<file path="src/rtl/hazard_ctrl_unit.sv">
`default_nettype none
// +--------------------------------------------------------------------------+
// | Module      : hazard_ctrl_unit                                            |
// | Description : Load-use hazard detector with multi-cycle stall FSM, flush  |
// |               and memory-wait freeze arbitration, saturating stall count. |
// | Revision    : 1.0 - initial release                                       |
// +--------------------------------------------------------------------------+
module hazard_ctrl_unit #(
    parameter int REG_AW     = 3,
    parameter int NSRC       = 2,
    parameter int LOAD_STALL = 1,
    parameter int POP_EXEMPT = 1
) (
    input  logic                   clk,
    input  logic                   rst,
    input  logic [NSRC*REG_AW-1:0] src_dec,
    input  logic [NSRC-1:0]        src_vld_dec,
    input  logic [REG_AW-1:0]      rd_ex,
    input  logic                   mem_read_ex,
    input  logic                   pop_ex,
    input  logic                   flush_req,
    input  logic                   mem_wait,
    output logic                   pc_en,
    output logic                   ifid_en,
    output logic                   ifid_flush,
    output logic                   idex_bubble,
    output logic                   pipe_freeze,
    output logic                   stall_busy,
    output logic [15:0]            stall_total
);

    localparam logic [0:0] c_st_run      = 1'b0;
    localparam logic [0:0] c_st_stall    = 1'b1;
    localparam logic       c_multi       = (LOAD_STALL > 1);
    localparam logic [3:0] c_remain_init = (LOAD_STALL > 1) ? 4'(LOAD_STALL - 2) : 4'd0;
    localparam logic       c_pop_exempt  = (POP_EXEMPT != 0);

    logic [0:0]      r_state;
    logic [0:0]      w_state_nxt;
    logic [3:0]      r_remain;
    logic [3:0]      w_remain_nxt;
    logic [15:0]     r_total;
    logic [15:0]     w_total_nxt;
    logic [15:0]     w_total_inc;
    logic [NSRC-1:0] w_hit;
    logic            w_hazard;

    generate
        for (genvar gi = 0; gi < NSRC; gi++) begin : g_src
            assign w_hit[gi] = src_vld_dec[gi]
                             & (src_dec[gi*REG_AW +: REG_AW] == rd_ex)
                             & mem_read_ex
                             & ~(c_pop_exempt & pop_ex);
        end
    endgenerate

    assign w_hazard    = |w_hit;
    assign w_total_inc = (r_total == 16'hFFFF) ? r_total : r_total + 16'd1;
    assign stall_total = r_total;

    // Priority: rst > mem_wait > flush_req > STALL > hazard in RUN > normal.
    always_comb begin
        pc_en        = 1'b1;
        ifid_en      = 1'b1;
        ifid_flush   = 1'b0;
        idex_bubble  = 1'b0;
        pipe_freeze  = 1'b0;
        stall_busy   = (r_state == c_st_stall) & ~rst;
        w_state_nxt  = r_state;
        w_remain_nxt = r_remain;
        w_total_nxt  = r_total;
        if (!rst) begin
            if (mem_wait) begin
                pipe_freeze = 1'b1;
                pc_en       = 1'b0;
                ifid_en     = 1'b0;
            end else if (flush_req) begin
                ifid_flush   = 1'b1;
                idex_bubble  = 1'b1;
                w_state_nxt  = c_st_run;
                w_remain_nxt = 4'd0;
            end else if (r_state == c_st_stall) begin
                pc_en       = 1'b0;
                ifid_en     = 1'b0;
                idex_bubble = 1'b1;
                w_total_nxt = w_total_inc;
                if (r_remain == 4'd0) begin
                    w_state_nxt = c_st_run;
                end else begin
                    w_remain_nxt = r_remain - 4'd1;
                end
            end else if (w_hazard) begin
                pc_en       = 1'b0;
                ifid_en     = 1'b0;
                idex_bubble = 1'b1;
                w_total_nxt = w_total_inc;
                // The first bubble is this cycle; STALL covers the remainder.
                if (c_multi) begin
                    w_state_nxt  = c_st_stall;
                    w_remain_nxt = c_remain_init;
                end
            end
        end
    end

    always_ff @(posedge clk) begin
        if (rst) begin
            r_state  <= c_st_run;
            r_remain <= 4'd0;
            r_total  <= 16'd0;
        end else begin
            r_state  <= w_state_nxt;
            r_remain <= w_remain_nxt;
            r_total  <= w_total_nxt;
        end
    end

endmodule
`default_nettype wire

</file>
<file path="config.mk">
export PLATFORM = sky130hd
export DESIGN_NAME = hazard_ctrl_unit
export DESIGN_NICKNAME = d
export VERILOG_FILES = /design/src/rtl/hazard_ctrl_unit.sv
export SDC_FILE = /design/constraint.sdc
export NUM_CORES = 1
export LEC_CHECK = 0
export BUFFER_PORTS_ARGS = -buffer_cell sky130_fd_sc_hd__buf_4
export CAP_MARGIN = 20
export CORE_AREA = 2 2 53 55
export CTS_CLUSTER_SIZE = 16
export DETAILED_ROUTE_END_ITERATION = 8
export DIE_AREA = 0 0 55 57
export PLACE_DENSITY_LB_ADDON = 0.05
export SLEW_MARGIN = 20
export SYNTH_ARGS = -nofsm -noshare
export SYNTH_HDL_FRONTEND = slang
export SYNTH_SLANG_ARGS = --single-unit
</file>
<file path="constraint.sdc">
create_clock -name clk -period 2.6 [get_ports clk]
set_input_delay 0.39 -clock clk [delete_from_list [all_inputs] [get_ports clk]]
set_output_delay 0.39 -clock clk [all_outputs]
set_load 0.01 [all_outputs]
</file>
==> results by group <==
Synthesis
  – Yosys synthesis warning count: 0
  – Synth Instances: 150
  – Post-synth EDFFs: 0
  – Post-synthesis sequential area ratio: 0.338
  – Synth top area share: 0.338
  – Mapped Avg Cell Area: 8.29 µm²
  – Mapped cell area: 0.00124 mm²
  – Syn_nets: 170
  – Top cells by area, synth: dfxtp_1 34%, a21oi_1 6.8%, or4_1 6.6%
  – Seq cells post-synth: 21
  – Largest area contributor in the netlist: dfxtp_1
  – Library cells used by synthesis: 37
  – Most common flop cell mapped by yosys: dfxtp_1
  – Post-synth ARST share: 0

Critical path
  – R2R setup slack: 0.56 ns
  – CP endpoint kind: register
  – CP required: 2.80 ns
  – Worst EP arrival: 2.24 ns
  – Startpoint Class: register
  – Worst Path Max Fanout: 11
  – Cells on worst reg2reg path: 6
  – Critical setup path kind: reg -> reg

Clocking
  – Clock Tree Buf Depth: 2
  – H-tree lvl count: 1
  – Clock-pin transition on the worst setup and hold timing paths: 0.13 ns
  – # clock sinks: 21
  – CTS root buffer: clkbuf_4
  – Clock latency on the worst-skew pair: 0.31 ns
  – TritonCTS clock tree: yes
  – Inserted Clock Buffers: 3
  – Post-CTS Setup Inserts: 0
  – Gates resized, CTS repair: 0
  – Post-CTS Hold Buffers: 0

Detailed routing
  – WL/cell: 13.8 µm
  – Antenna-violating nets left: 0
  – Final wirelength: 2.98 mm
  – Drt first pass iters: 4
  – Vias per Instance: 5.94
  – Vias: 1283
  – DR DRC count: 0
  – Iteration-0 DRC Markers: 32

Global routing
  – Met1 Resource Use GR: 0.260
  – Initial antenna violation count: 0
  – GR Overflow Total: 0
  – Pin count of the biggest net entering global routing: 28
  – GR Util All Layers: 0.199
  – Global-route wire length before repair: 4.73 mm
  – GR Util met2: 0.323
  – Most used routing layer: met2
  – Vias in the first global route: 1148
  – Grt met3 use: 0.0340

Placed design
  – RD Place Congestion: 0.737
  – DP Wirelength: 2.18 mm
  – IO buf count: 38
  – Dpl cells: 212

Timing
  – RSZ-0062 raised after global routing: false
  – Fin crit share: 0.784
  – Tmin final: 2.04 ns
  – Fin. Hold Viols: 0
  – Slew Limit Headroom: 0.410
  – Clk_skew: 0.0152 ns
  – FMAX: 0.490 GHz
  – Slew at the pin closest to its max-slew limit: 0.885 ns
  – Final slew viol count: 0
  – Setup Viol. Count Final: 0
  – Fin Setup TNS: 0 ns

Pwr
  – Leak: 0.599 nW
  – PD cells: 350 mW/mm²
  – Peak supply drop: 328 µV

Floorplan
  – Placement row count: 19
  – Die Span Y: 57 µm
  – Initial Utilization: 0.476
  – Core area: 0.00262 mm²
  – IO Count: 39
  – Chip width: 55 µm
  – DIE AREA: 0.00314 mm²

Hold path
  – Hold Path Stages: 2
  – Tightest Hold Check Type: in -> reg

Finish
  – Commonest non-fill, non-tap cell in the layout: buf_4
  – Most frequent cells in the layout: 39 x buf_4, 21 x dfxtp_1, 17 x a21oi_1, 13 x nor2_1, 11 x or4_1
  – Non-Filler Instances: 216
  – Antenna Cells: 0
  – Layout Nets: 206
  – Core Util, Final: 0.597
  – Layout cells sized above 1: 0.259
  – Syn-to-layout area delta: 25.6%

Run
  – Max-Cap Viols: 0

Outcome
  – Status: completed
## metrics by stage
step	setup WS, ns	hold slack [ns]	instance area [µm²]	power (mW)
after floorplan	0.633	0.476	1240	0.361
after global placement	0.406	0.483	1530	0.390
after detailed placement	0.324	0.485	1530	0.391
after CTS	0.558	0.368	1560	0.555
after global routing	0.434	0.366	1560	0.574
final	0.561	0.381	1560	0.546
## registers in the layout, indices dropped and copies added (netlist names)
name	cells
stall_total	16
r_state	1
r_remain	4
## logic make-up after synthesis
kind of cell	synth area share
simple gates	0.292
mux	0.0262
xor+xnor	0.0423
buf+inv	0.0513
fa+ha+maj	0.0302
flops	0.338
compound gates	0.220
## cells in the mapped netlist, types with 2 or more instances
| cell type | instances |
|---|---|
| clkbuf_1 | 6 |
| nor2_1 | 13 |
| xor2_1 | 6 |
| ha_1 | 3 |
| nand2_1 | 6 |
| or3_1 | 2 |
| nor3b_1 | 2 |
| and3_1 | 2 |
| or2_2 | 2 |
| inv_1 | 6 |
| nor4_1 | 2 |
| o31ai_1 | 10 |
| nand3_1 | 7 |
| a21oi_1 | 17 |
| nor3_1 | 4 |
| nor2b_1 | 3 |
| or4_1 | 11 |
| nand4_1 | 3 |
| mux2_1 | 2 |
| o21ai_0 | 4 |
| nand3b_1 | 2 |
| and4_1 | 2 |
| dfxtp_1 | 21 |
## power by group
group,internal [mW],switching [mW]
Sequential,0.322,0.000279
Clock,0.0574,0.105
Combinational,0.0296,0.0321
## cell type report
class / count / area [µm²]
clock buffers: 3 / 22.5
clock inverters: 1 / 5.00
fillers: 273 / 1050
inverters: 6 / 22.5
multi-input cells: 115 / 759
flip-flops and latches: 21 / 420
well taps: 31 / 38.8
repair buffers: 39 / 293
## worst max-delay path, stage by stage, from the launching register on
cell     delay, ns
dfxtp_1       0.46
ha_1          0.29
nand4_1       0.24
nor2_1        0.47
buf_4         0.26
nor2_1        0.06
mux2i_1       0.15
## path summary, 6_finish.rpt
check	startpoint	end
hold reg to reg	stall_total[5]	stall_total[5]
hold / removal	mem_wait	r_state
setup / recovery	stall_total[0]	stall_total[1]
setup reg to reg	stall_total[0]	stall_total[1]
## per-layer routing
metal	wire, µm	part of all wire
met2	1500	0.50
met3	118	0.040
met5	0	0
met1	1340	0.45
met4	13	0.0044
Note: power is estimated with default switching activity, not from simulation.
